File: src/rtl/mem_port_arbiter.sv
// mem_port_arbiter: shares one single-port memory between instruction fetch and
// load/store, with data priority, a fetch starvation guard, flush cancel and ack timeout.
module mem_port_arbiter #(
  parameter int unsigned MAX_DM_STREAK = 4,
  parameter int unsigned TIMEOUT       = 64
) (
  input  logic        clk,
  input  logic        rst_n,
  input  logic        if_req_i,
  input  logic [31:0] if_addr_i,
  input  logic        flush_i,
  output logic        if_valid_o,
  output logic [31:0] if_rdata_o,
  input  logic        dm_req_i,
  input  logic        dm_we_i,
  input  logic [3:0]  dm_be_i,
  input  logic [31:0] dm_addr_i,
  input  logic [31:0] dm_wdata_i,
  output logic        dm_valid_o,
  output logic [31:0] dm_rdata_o,
  output logic        mem_req_o,
  output logic        mem_we_o,
  output logic [3:0]  mem_be_o,
  output logic [31:0] mem_addr_o,
  output logic [31:0] mem_wdata_o,
  input  logic        mem_ack_i,
  input  logic [31:0] mem_rdata_i,
  output logic        stall_o,
  output logic        err_o
);

  typedef enum logic [2:0] {
    S_IDLE,
    S_IF_BUSY,
    S_DM_BUSY,
    S_IF_DROP,
    S_DONE
  } state_t;

  localparam logic [3:0] STREAK_MAX = 4'(MAX_DM_STREAK);
  localparam logic [7:0] TMO_LAST   = 8'(TIMEOUT - 1);

  state_t      r_state;
  state_t      w_next;
  logic [3:0]  r_streak;
  logic [7:0]  r_tmo;
  logic        r_mem_req;
  logic        r_mem_we;
  logic [3:0]  r_mem_be;
  logic [31:0] r_mem_addr;
  logic [31:0] r_mem_wdata;
  logic [31:0] r_if_rdata;
  logic [31:0] r_dm_rdata;
  logic        r_if_done;
  logic        r_dm_done;
  logic        r_err;

  logic        w_eff_if;
  logic        w_busy;
  logic        w_ack;
  logic        w_tmo;
  logic        w_end;
  logic        w_grant_dm;
  logic        w_grant_if;
  logic [31:0] w_cap;

  assign w_eff_if = if_req_i & ~flush_i;
  assign w_busy   = (r_state == S_IF_BUSY) | (r_state == S_DM_BUSY) | (r_state == S_IF_DROP);
  assign w_ack    = w_busy & mem_ack_i;
  // An ack arriving in the last allowed cycle wins over the timeout.
  assign w_tmo    = w_busy & ~mem_ack_i & (r_tmo == TMO_LAST);
  assign w_end    = w_ack | w_tmo;
  assign w_cap    = w_ack ? mem_rdata_i : '0;

  always_comb begin
    w_grant_dm = 1'b0;
    w_grant_if = 1'b0;
    if (r_state == S_IDLE) begin
      if (dm_req_i && !(w_eff_if && (r_streak == STREAK_MAX))) begin
        w_grant_dm = 1'b1;
      end else if (w_eff_if) begin
        w_grant_if = 1'b1;
      end
    end
  end

  always_ff @(posedge clk) begin
    if (!rst_n) begin
      r_state <= S_IDLE;
    end else begin
      r_state <= w_next;
    end
  end

  always_comb begin
    w_next = r_state;
    case (r_state)
      S_IDLE: begin
        if (w_grant_dm) begin
          w_next = S_DM_BUSY;
        end else if (w_grant_if) begin
          w_next = S_IF_BUSY;
        end
      end
      S_IF_BUSY: begin
        if (w_end) begin
          w_next = S_DONE;
        end else if (flush_i) begin
          w_next = S_IF_DROP;
        end
      end
      S_DM_BUSY, S_IF_DROP: begin
        if (w_end) begin
          w_next = S_DONE;
        end
      end
      S_DONE:  w_next = S_IDLE;
      default: w_next = S_IDLE;
    endcase
  end

  always_ff @(posedge clk) begin
    if (!rst_n) begin
      r_streak    <= '0;
      r_tmo       <= '0;
      r_mem_req   <= 1'b0;
      r_mem_we    <= 1'b0;
      r_mem_be    <= '0;
      r_mem_addr  <= '0;
      r_mem_wdata <= '0;
      r_if_rdata  <= '0;
      r_dm_rdata  <= '0;
      r_if_done   <= 1'b0;
      r_dm_done   <= 1'b0;
      r_err       <= 1'b0;
    end else begin
      // Done flags live only for the single DONE cycle that follows completion.
      r_if_done <= w_end & (r_state == S_IF_BUSY) & ~flush_i;
      r_dm_done <= w_end & (r_state == S_DM_BUSY);

      if (w_grant_dm) begin
        r_mem_req   <= 1'b1;
        r_mem_we    <= dm_we_i;
        r_mem_be    <= dm_be_i;
        r_mem_addr  <= dm_addr_i;
        r_mem_wdata <= dm_wdata_i;
        r_tmo       <= '0;
        if (!w_eff_if) begin
          r_streak <= '0;
        end else if (r_streak != STREAK_MAX) begin
          r_streak <= r_streak + 4'd1;
        end
      end else if (w_grant_if) begin
        r_mem_req   <= 1'b1;
        r_mem_we    <= 1'b0;
        r_mem_be    <= 4'hF;
        r_mem_addr  <= if_addr_i;
        r_mem_wdata <= '0;
        r_tmo       <= '0;
        r_streak    <= '0;
      end else if (w_end) begin
        r_mem_req <= 1'b0;
      end else if (w_busy) begin
        r_tmo <= r_tmo + 8'd1;
      end

      if (w_end && (r_state == S_IF_BUSY)) begin
        r_if_rdata <= w_cap;
      end
      if (w_end && (r_state == S_DM_BUSY)) begin
        r_dm_rdata <= w_cap;
      end
      if (w_tmo) begin
        r_err <= 1'b1;
      end
    end
  end

  always_comb begin
    if_valid_o = 1'b0;
    dm_valid_o = 1'b0;
    if (r_state == S_DONE) begin
      if_valid_o = r_if_done & ~flush_i;
      dm_valid_o = r_dm_done;
    end
    stall_o = (dm_req_i & ~dm_valid_o) | (if_req_i & ~flush_i & ~if_valid_o);
  end

  assign if_rdata_o  = r_if_rdata;
  assign dm_rdata_o  = r_dm_rdata;
  assign mem_req_o   = r_mem_req;
  assign mem_we_o    = r_mem_we;
  assign mem_be_o    = r_mem_be;
  assign mem_addr_o  = r_mem_addr;
  assign mem_wdata_o = r_mem_wdata;
  assign err_o       = r_err;

endmodule

File: config.mk
export PLATFORM = sky130hd
export DESIGN_NAME = mem_port_arbiter
export DESIGN_NICKNAME = d
export VERILOG_FILES = /design/src/rtl/mem_port_arbiter.sv
export SDC_FILE = /design/constraint.sdc
export NUM_CORES = 1
export LEC_CHECK = 0
export CELL_PAD_IN_SITES_DETAIL_PLACEMENT = 1
export CELL_PAD_IN_SITES_GLOBAL_PLACEMENT = 1
export CORE_MARGIN = 4
export CORE_UTILIZATION = 28
export CTS_CLUSTER_DIAMETER = 80
export CTS_CLUSTER_SIZE = 30
export DETAILED_ROUTE_END_ITERATION = 6
export PLACE_DENSITY_LB_ADDON = 0.2
export RECOVER_POWER = 100
export SLEW_MARGIN = 20
export SYNTH_ARGS = -nofsm -noshare
export SYNTH_HDL_FRONTEND = slang
export SYNTH_SLANG_ARGS = --single-unit
File: constraint.sdc
create_clock -name clk -period 2 [get_ports clk]
set_input_delay 0.2 -clock clk [delete_from_list [all_inputs] [get_ports clk]]
set_output_delay 0.2 -clock clk [all_outputs]
set_load 0.02 [all_outputs]
==> summary.md, run 1 <==
| Metric | Value |
|---|---|
| Synth async-reset ratio | 0% |
| Hold path startpoint | if_addr_i[15] |
| # DRC | 0 |
| Clk pin slew, worst setup/hold paths | 0.07 ns |
| Cts bufs inserted | 17 |
| H-tree Lvls | 4 |
| Post-route clock skew | approximately 0.016 ns |
| I/O pin cnt | about 280 |
| Layout cell share with drive strength beyond 1 | between 10% and 20% |
| Unrepaired setup endpoints after global routing | false |
| Most frequent cells in the layout | a21oi_1 (169), dfxtp_1 (150), clkdlybuf4s50_1 (138) |
| Die area | 24890 um^2 |
| WP data required | 2.36 ns |
| First-pass GRT wire length | 35510 um |
| Row Count | 54 |
| Worst reg2reg path endpoint | mem_wdata_o[27] |
| Vias in the first global route | 6532 |
| Critical path startpoint | r_state[2] |
| Post-synth EDFFs | 0 |
| Top area cells in the synthesized netlist | dfxtp_1 (48%), a21oi_1 (13%), a211oi_2 (6.4%), a22o_1 (4.6%), nand2_1 (4.5%) |
| Yosys warns | 0 |
| Nets | between 1000 and 1500 |
| Simple-Gate Fraction of Synth Area | 8.765% |
| Max Fclk | 0.5272 GHz |
| Fin crit period | 1.897 ns |
| Main combinational cell family by area after synthesis | compound AO/OA/AOI/OAI gates |
| DRT iter0 DRCs | between 150 and 200 |
| Fin Hold WS | 0.3181 ns |
| Critical setup path kind | register to register |
| R2r setup slk | 0.10 ns |
| Die H | between 150 and 200 um |
| Drt wl/cell | 18.65 um |
| Clk root buf | clkbuf_16 |
| Pwr per Cell Area | 889.2 nW/um^2 |
| Core outline area | ~22000 um^2 |
| Post-synth top area share | 48.45% |
| Drt first pass iters | 6 |
| Post-Route WL | 23020 um |
| Logic pwr share | 26.1% |
| Clk pwr share | 35.3% |
| Mapped Cells | around 670 |
| Launching point of the worst reg2reg path | r_state[2] |
| Hold Crit Depth | 3 |
| Synth Area per Inst | roughly 9.3 um^2 |
| Number of clock sinks | 152 |
| Post-Syn Area | 6281 um^2 |
| Synth Area in XOR/XNOR | 0.1394% |
| Vias per inst | a little over 5 |
| Worst Path Arrival | 2.26 ns |
| Mux contribution to synthesized area | 0.1594% |
| Worst skew pair latency | 0.42 ns |
| Post-synthesis adder-cell area fraction | less than 1% |
| Post-synthesis sequential area ratio | 48.45% |
| GR Overflow Total | 0 |
| Worst vdd ir | 0.5357 mV |
| Ant diodes | 0 |
| Run status | completed |
| Crit start category | register |
| IO Port Bufs | between 200 and 300 |
| Fin. Hold Viols | 0 |
| Crit path max fanout | 33 |
| Worst Reg-to-Reg Cells | 5 |
| Post-synth top flop | dfxtp_1 |
| Pleak | 3.918 nW |
| P_int | around 6.0 mW |
| Initial antenna violation count | 0 |
| Slew @ Worst Pin | 0.5585 ns |
| Hold crit path type | input pin to register |
| Commonest non-fill, non-tap cell in the layout | a21oi_1 |
| Clock Path Buffers | 2 |
| CTS tree | yes |
| Synth Net Count | 814 |
| Maxcap violations | 0 |
| Reg power frac | between 30 and 40% |
| Vias | 6268 |
| Final setup viols | 0 |
| Slew Viols, Final | 0 |
| Switching Share | 32.75% |
| Rel. slew slack | a little over three fifths |
| Synth Area in Compound Gates | 35.64% |
| Largest net degree at the start of global routing | 65 |
| Crit path capture | mem_wdata_o[27] |
| Die W | 157.8 um |
| Post-layout util | 45.52% |
| Unique masters post-synth | 53 |
| NetSw | 2.911 mW |
| Period utilization | 94.85% |
| RePlAce Congestion | between 0.7 and 0.8 |
| Synthesized flop and latch total | 152 |
| Antenna-violating nets left | 0 |
| Area grow syn2layout | 59.14% |
| Total track usage | 17.90% |
| Dominant cell type by area after synthesis | dfxtp_1 |
| Crit. End Element | register |
| Final HPWL DP | 16000 um |
| Starting Density | 28.60% |
## registers in the layout, indices dropped and copies added (netlist names), 3 cells and up
register     count
mem_wdata_o     32
dm_rdata_o      32
mem_be_o         4
if_rdata_o      32
r_streak         4
mem_addr_o      32
r_tmo            8
r_state          3
## kinds of logic (layout without fill, tap and decap cells)
logic type,Yosys count,count (layout)
AOI/OAI and AO/OA,328,328
xor gates and xnor gates,1,1
adders and majority gates,3,3
buffers and inverters,72,354
DFF,152,152
muxes,1,1
and+or+nand+nor,115,115
## layout make-up
| class | count | area (um^2) |
|---|---|---|
| fill | 2483 | 11960 |
| multi-input combinational | 448 | 2850 |
| clock buffer | 18 | 439.2 |
| sequential | 152 | 3045 |
| inverter | 7 | 26.28 |
| timing repair buffer | 315 | 3152 |
| tap | 280 | 350.3 |
| clock inverter | 14 | 132.6 |
## cell usage after synthesis, drive strengths merged, types with 2 or more instances
| cell type | count |
|---|---|
| a22o | 33 |
| or4 | 2 |
| nand3 | 6 |
| clkbuf | 26 |
| ha | 3 |
| a311oi | 32 |
| inv | 6 |
| a211oi | 33 |
| a21oi | 170 |
| o21ai | 39 |
| buf | 39 |
| and3 | 4 |
| or3 | 4 |
| nor3b | 2 |
| dfxtp | 152 |
| o21a | 3 |
| a31oi | 2 |
| o211ai | 2 |
| nand2 | 75 |
| o221a | 4 |
| nor3 | 3 |
| a2111oi | 2 |
| nor2 | 8 |
| a21o | 3 |
## critical path: stages (launching register included)
cell and delay [ns]:
dfxtp_1 0.37, clkbuf_1 0.15, or3_1 0.49, a2111oi_4 0.42
buf_12 0.24, a22o_1 0.15
## metrics by stage
stage               instance area [um^2]  total power, mW  TNS [ns]  std cells  setup slack, ns
floorplan                           6281            4.717         0        672           0.1589
CTS                                 9995            9.148         0       1231          0.04489
global route                        9996            9.365         0       1234         0.006262
finish                              9996            8.889         0       1234           0.1031
detailed placement                  9423            5.941    -2.223       1199         -0.07464
global placement                    9423            5.927   -0.5533       1199         -0.04843
## worst min-delay path by stage
stage | end | slack (ns)
floorplan | r_if_done | 0.27
finish | mem_addr_o[15] | 0.32
detailed placement | mem_req_o | 0.45
global placement | err_o | 0.45
global route | mem_addr_o[16] | 0.31
CTS | mem_addr_o[15] | 0.30
## layer usage
layer | up-vias | wire, um | global-route usage [%]
met5 | - | 0 | 0
met4 | 0 | 317 | 5.162
met3 | 20 | 2293 | 7.736
met2 | 210 | 10420 | 28.19
met1 | 3006 | 9981 | 22.36
li1 | 3032 | - | -
## power by group through the flow
| stage | Sequential [mW] | Clock, mW | Combinational, mW |
|---|---|---|---|
| floorplan | 3.78 | 0 | 0.933 |
| global placement | 3.50 | 0 | 2.43 |
| detailed placement | 3.50 | 0 | 2.44 |
| CTS | 3.45 | 3.25 | 2.45 |
| global route | 3.47 | 3.38 | 2.52 |
| finish | 3.43 | 3.14 | 2.32 |
## repair_timing
item / 4_1_cts / 5_1_grt
setup endpoints to repair: 3 / 9
buffers inserted: 0 / 1
cloned: 0 / 2
resized for setup: 7 / 5
hold buffers: 0 / 0
pin swaps: 0 / 2
(Power assumes the default switching activity.)
==> run 2, diff against run 1 <==
--- a/config.mk
+++ b/config.mk
@@ -9,6 +9,7 @@
 export CELL_PAD_IN_SITES_GLOBAL_PLACEMENT = 1
 export CORE_MARGIN = 4
 export CORE_UTILIZATION = 28
+export CTS_BUF_LIST = sky130_fd_sc_hd__clkbuf_8
 export CTS_CLUSTER_DIAMETER = 80
 export CTS_CLUSTER_SIZE = 30
 export DETAILED_ROUTE_END_ITERATION = 6
==> summary.md, run 2 (same netlist as run 1, synthesis figures left out) <==
| Metric | Value |
|---|---|
| Run status | completed |
| Worst vdd ir | 0.4084 mV |
| Nets | 1083 |
| Drt first pass iters | 4 |
| Layout cell share with drive strength beyond 1 | 10.90% |
| Worst Reg-to-Reg Cells | 5 |
| Hold path startpoint | if_addr_i[15] |
| Post-Route WL | between 20000 and 25000 um |
| Slew @ Worst Pin | 0.5322 ns |
| H-tree Lvls | 4 |
| Fin crit period | 1.915 ns |
| Slew Viols, Final | 0 |
| Initial antenna violation count | 0 |
| Pleak | 3.822 nW |
| GR Overflow Total | 0 |
| Worst skew pair latency | approximately 0.45 ns |
| Die H | 157.8 um |
| Period utilization | 95.75% |
| First-pass GRT wire length | 35470 um |
| Crit path max fanout | 33 |
| Switching Share | 34.82% |
| Die W | 157.8 um |
| WP data required | 2.39 ns |
| Most frequent cells in the layout | a21oi_1 (169), dfxtp_1 (150), clkdlybuf4s50_1 (138) |
| Drt wl/cell | 18.67 um |
| CTS tree | yes |
| Post-CTS Hold Fix Bufs | 0 |
| Clk root buf | clkbuf_8 |
| Number of clock sinks | 152 |
| Rel. slew slack | between 60% and 70% |
| Non-Filler Instances | ~1200 |
| Hold Crit Depth | 3 |
| Clk pin slew, worst setup/hold paths | 0.10 ns |
| # DRC | 0 |
| Max Fclk | between 0.5 and 0.6 GHz |
| Antenna-violating nets left | 0 |
| Number of fill cells | about 2500 |
| Total track usage | 17.84% |
| Post-place instance area | approximately 9400 um^2 |
| Clk pwr share | 28.7% |
| PnR Total Power | 8.037 mW |
| Starting Density | 28.60% |
| Post-route clock skew | 0.01758 ns |
| Vias | 6257 |
| Max incr delay on CP | 0.48 ns |
| Largest net degree at the start of global routing | 65 |
| RePlAce Congestion | a little under 0.8 |
| Clock Path Buffers | 2 |
| Area grow syn2layout | 54.74% |
| Logic pwr share | 28.6% |
| Hold crit path type | input pin to register |
| Unrepaired setup endpoints after global routing | false |
| Fin Hold WS | 0.2842 ns |
| Final setup viols | 0 |
| Post-place setup slack | -0.07464 ns |
| Final setup margin | 0.08503 ns |
| Vias in the first global route | about 6500 |
| Worst-path cell chain | buf_4, or3_1, a2111oi_4, buf_12, a22o_1 |
| Maxcap violations | 0 |
| Design area | around 9700 um^2 |
| Crit start category | register |
| Core outline area | 21960 um^2 |
| Crit. End Element | register |
| I/O pin cnt | 277 |
| Worst Path Arrival | between 2 and 2.5 ns |
| Cts bufs inserted | 17 |
| Critical setup path kind | register to register |
| Final HPWL DP | 16000 um |
| Slowest cell on the critical path | or3_1 |
| Fin. Hold Viols | 0 |
| Pwr per Cell Area | 826.9 nW/um^2 |
| P_int | 5.239 mW |
| Launching point of the worst reg2reg path | r_state[2] |
| IO Port Bufs | 276 |
| Worst reg2reg path endpoint | mem_wdata_o[27] |
| Vias per inst | slightly above 5 |
| Hold Path End | mem_addr_o[15] |
| R2r setup slk | about 0.085 ns |
| Row Count | 54 |
| Commonest non-fill, non-tap cell in the layout | a21oi_1 |
| Ant diodes | 0 |
| NetSw | ~2.8 mW |
| Reg power frac | 42.7% |
| DRT iter0 DRCs | 186 |
| Die area | 24890 um^2 |
| Dpl cells | 1199 |
-- run 2: power groups by stage --
stage,logic (mW),registers [mW],clock network (mW)
6_report,2.30,3.43,2.31
3_5_place_dp,2.44,3.50,0
2_1_floorplan,0.933,3.78,0
4_1_cts,2.45,3.44,2.43
5_1_grt,2.50,3.47,2.55
3_3_place_gp,2.43,3.50,0
-- run 2: timing repair --
action,in CTS,in global routing
gates resized for setup,8,6
cloned,0,2
endpoints found under the setup margin,3,6
buffers inserted,0,1
pin swaps,0,2
-- run 2: through the flow --
step	utilization (%)	setup TNS (ns)
floorplan	-	0
global placement	42.91	-0.5533
detailed placement	42.91	-2.223
CTS	44.65	0
global route	44.26	0
finish	44.26	0
-- run 2: per-layer routing --
layer / part of all wire (%) / up-vias / track usage [%]
met1: 44 / 2998 / 22.48
li1: - / 3033 / -
met3: 10 / 18 / 7.627
met5: 0 / - / 0
met4: 1.2 / 0 / 4.916
met2: 45 / 208 / 28.05
-- run 2: layout make-up --
class	instances	area [um^2]	area share (%)
multi-input cells	448	2785	28.66
flip-flops and latches	152	3045	31.33
clock buffers	18	247.7	2.549
repair buffers	315	3132	32.22
inverters	7	26.28	0.2703
clock inverters	14	132.6	1.365
well taps	280	350.3	3.605
-- run 2: worst max path at each step --
| stage | startpoint | end |
|---|---|---|
| 2_1_floorplan | r_streak[0] | r_state[1] |
| 3_3_place_gp | dm_req_i | mem_be_o[0] |
| 3_5_place_dp | dm_req_i | mem_be_o[3] |
| 4_1_cts | r_state[2] | mem_wdata_o[28] |
| 5_1_grt | r_tmo[0] | r_if_done |
| 6_report | r_state[2] | mem_wdata_o[27] |
-- run 2: worst max-delay path: cells and delay by family, from the launching register on --
family	cells	cell delay, ns
compound gates	2	0.56
flops	1	0.38
buf+inv	2	0.41
simple gates	1	0.48
==> run 3, diff against run 2 <==
--- a/config.mk
+++ b/config.mk
@@ -15,6 +15,7 @@
 export DETAILED_ROUTE_END_ITERATION = 6
 export PLACE_DENSITY_LB_ADDON = 0.2
 export RECOVER_POWER = 100
+export SETUP_SLACK_MARGIN = 0.15
 export SLEW_MARGIN = 20
 export SYNTH_ARGS = -nofsm -noshare
 export SYNTH_HDL_FRONTEND = slang
==> summary.md, run 3 (same netlist as run 1, synthesis figures left out) <==
| Metric | Value |
|---|---|
| Run status | completed |
| Antenna-violating nets left | 0 |
| Number of fill cells | 2471 |
| Worst Path Arrival | 2.27 ns |
| Critical path startpoint | r_state[2] |
| Hold crit path type | input pin to register |
| Post-route clock skew | slightly below 0.02 ns |
| Most frequent cells in the layout | a21oi_1 (169), clkdlybuf4s50_1 (156), dfxtp_1 (147) |
| Design area | 10350 um^2 |
| Commonest non-fill, non-tap cell in the layout | a21oi_1 |
| Clock Path Buffers | 2 |
| R2r setup slk | 0.13 ns |
| Vias in the first global route | 6572 |
| GR Overflow Total | 0 |
| Fin crit period | 1.873 ns |
| Vias | 6417 |
| Clk pin slew, worst setup/hold paths | 0.11 ns |
| Die H | 157.8 um |
| Non-Filler Instances | 1256 |
| Pwr per Cell Area | 809.9 nW/um^2 |
| Cts bufs inserted | 17 |
| Max Fclk | 0.5339 GHz |
| Critical setup path kind | register to register |
| Worst Reg-to-Reg Cells | 6 |
| WP data required | 2.40 ns |
| Total track usage | 18.10% |
| Layout cell share with drive strength beyond 1 | 16.39% |
| Post-CTS Hold Fix Bufs | 0 |
| Post-place setup slack | -0.07464 ns |
| Largest net degree at the start of global routing | 65 |
| I/O pin cnt | 277 |
| Core outline area | 21960 um^2 |
| Clk root buf | clkbuf_8 |
| Row Count | 54 |
| Number of clock sinks | 152 |
| Drt first pass iters | 4 |
| Nets | 1105 |
| IO Port Bufs | 276 |
| Die area | 24890 um^2 |
| Rel. slew slack | 60.72% |
| PnR Total Power | 8.386 mW |
| DRT iter0 DRCs | approximately 160 |
| Die W | 157.8 um |
| Max layer used | met4 |
| Final setup viols | 0 |
| H-tree Lvls | 4 |
| CTS tree | yes |
| Dpl cells | about 1200 |
| Met2 wire length | 11700 um |
| Crit start category | register |
| # DRC | 0 |
| Met3 WL | 2267 um |
| Slew @ Worst Pin | between 0.5 and 0.6 ns |
| Starting Density | between 20% and 30% |
| Crit path max fanout | 8 |
| Crit. End Element | register |
| Crit path capture | mem_wdata_o[29] |
| Initial antenna violation count | 0 |
| Ant diodes | 0 |
| First-pass GRT wire length | 35910 um |
| Unrepaired setup endpoints after global routing | true |
| Final HPWL DP | between 15000 and 20000 um |
| Launching point of the worst reg2reg path | r_state[2] |
| Worst skew pair latency | approximately 0.46 ns |
| Final setup margin | ~0.13 ns |
| Post-Route WL | 25070 um |
| Worst reg2reg path endpoint | mem_wdata_o[29] |
| Pleak | ~4.0 nW |
| Fin. Hold Viols | 0 |
| Vias per inst | 5.109 |
| Drt wl/cell | between 15 and 20 um |
| Maxcap violations | 0 |
| DRT met1 WL | roughly 11000 um |
| RePlAce Congestion | roughly 0.79 |
| Slew Viols, Final | 0 |
| Period utilization | roughly 94% |
| Worst vdd ir | 0.4037 mV |
| Post-place instance area | 9423 um^2 |
| Area grow syn2layout | 64.86% |
run 3: worst max-delay path, cell delays in order (launching register included):
cell	delay, ns
dfxtp_1	0.40
buf_6	0.16
or3_4	0.39
a2111oi_4	0.30
buf_4	0.19
bufbuf_16	0.27
a22o_1	0.11
run 3: how the worst min path moves through the flow:
stage / from / end / slack, ns / cells past startpoint
final: if_addr_i[15] / mem_addr_o[15] / 0.28 / 3
after global routing: if_addr_i[16] / mem_addr_o[16] / 0.25 / 3
after CTS: if_addr_i[15] / mem_addr_o[15] / 0.24 / 3
after detailed placement: mem_req_o / mem_req_o / 0.45 / 2
after global placement: err_o / err_o / 0.45 / 1
after floorplan: flush_i / r_if_done / 0.27 / 1
run 3: repair_timing:
item / 4_1_cts / 5_1_grt
endpoints found under the setup margin: 104 / 126
setup buffers: 5 / 6
pin swaps: 2 / 14
cloned: 2 / 12
resized for setup: 19 / 36
run 3: where the power goes:
part	internal (mW)	switching [mW]	leakage, nW
Combinational	1.21	1.41	2.57
Clock	0.953	1.37	0.194
Sequential	3.29	0.149	1.24
Total	5.45	2.93	4.01
run 3: through the flow:
step	hold slack [ns]	TNS (ns)	util (%)
floorplan	0.2714	0	-
global placement	0.4476	-0.5533	42.91
detailed placement	0.4516	-2.223	42.91
CTS	0.2357	0	45.23
global route	0.2485	0	47.16
finish	0.2825	0	47.16
run 3: cell type report:
| class | instances | area, um^2 | area share [%] |
|---|---|---|---|
| well taps | 280 | 350.3 | 3.383 |
| flip-flops and latches | 152 | 3054 | 29.50 |
| inverters | 7 | 26.28 | 0.2537 |
| repair buffers | 337 | 3587 | 34.64 |
| clock buffers | 18 | 247.7 | 2.392 |
| clock inverters | 14 | 132.6 | 1.281 |
| multi-input cells | 448 | 2957 | 28.55 |
run 3: metal layers:
metal | vias to the layer above | global-route usage [%]
li1 | 3084 | -
met1 | 3106 | 22.87
met2 | 211 | 28.60
met3 | 16 | 7.408
met4 | 0 | 5.039
met5 | - | 0
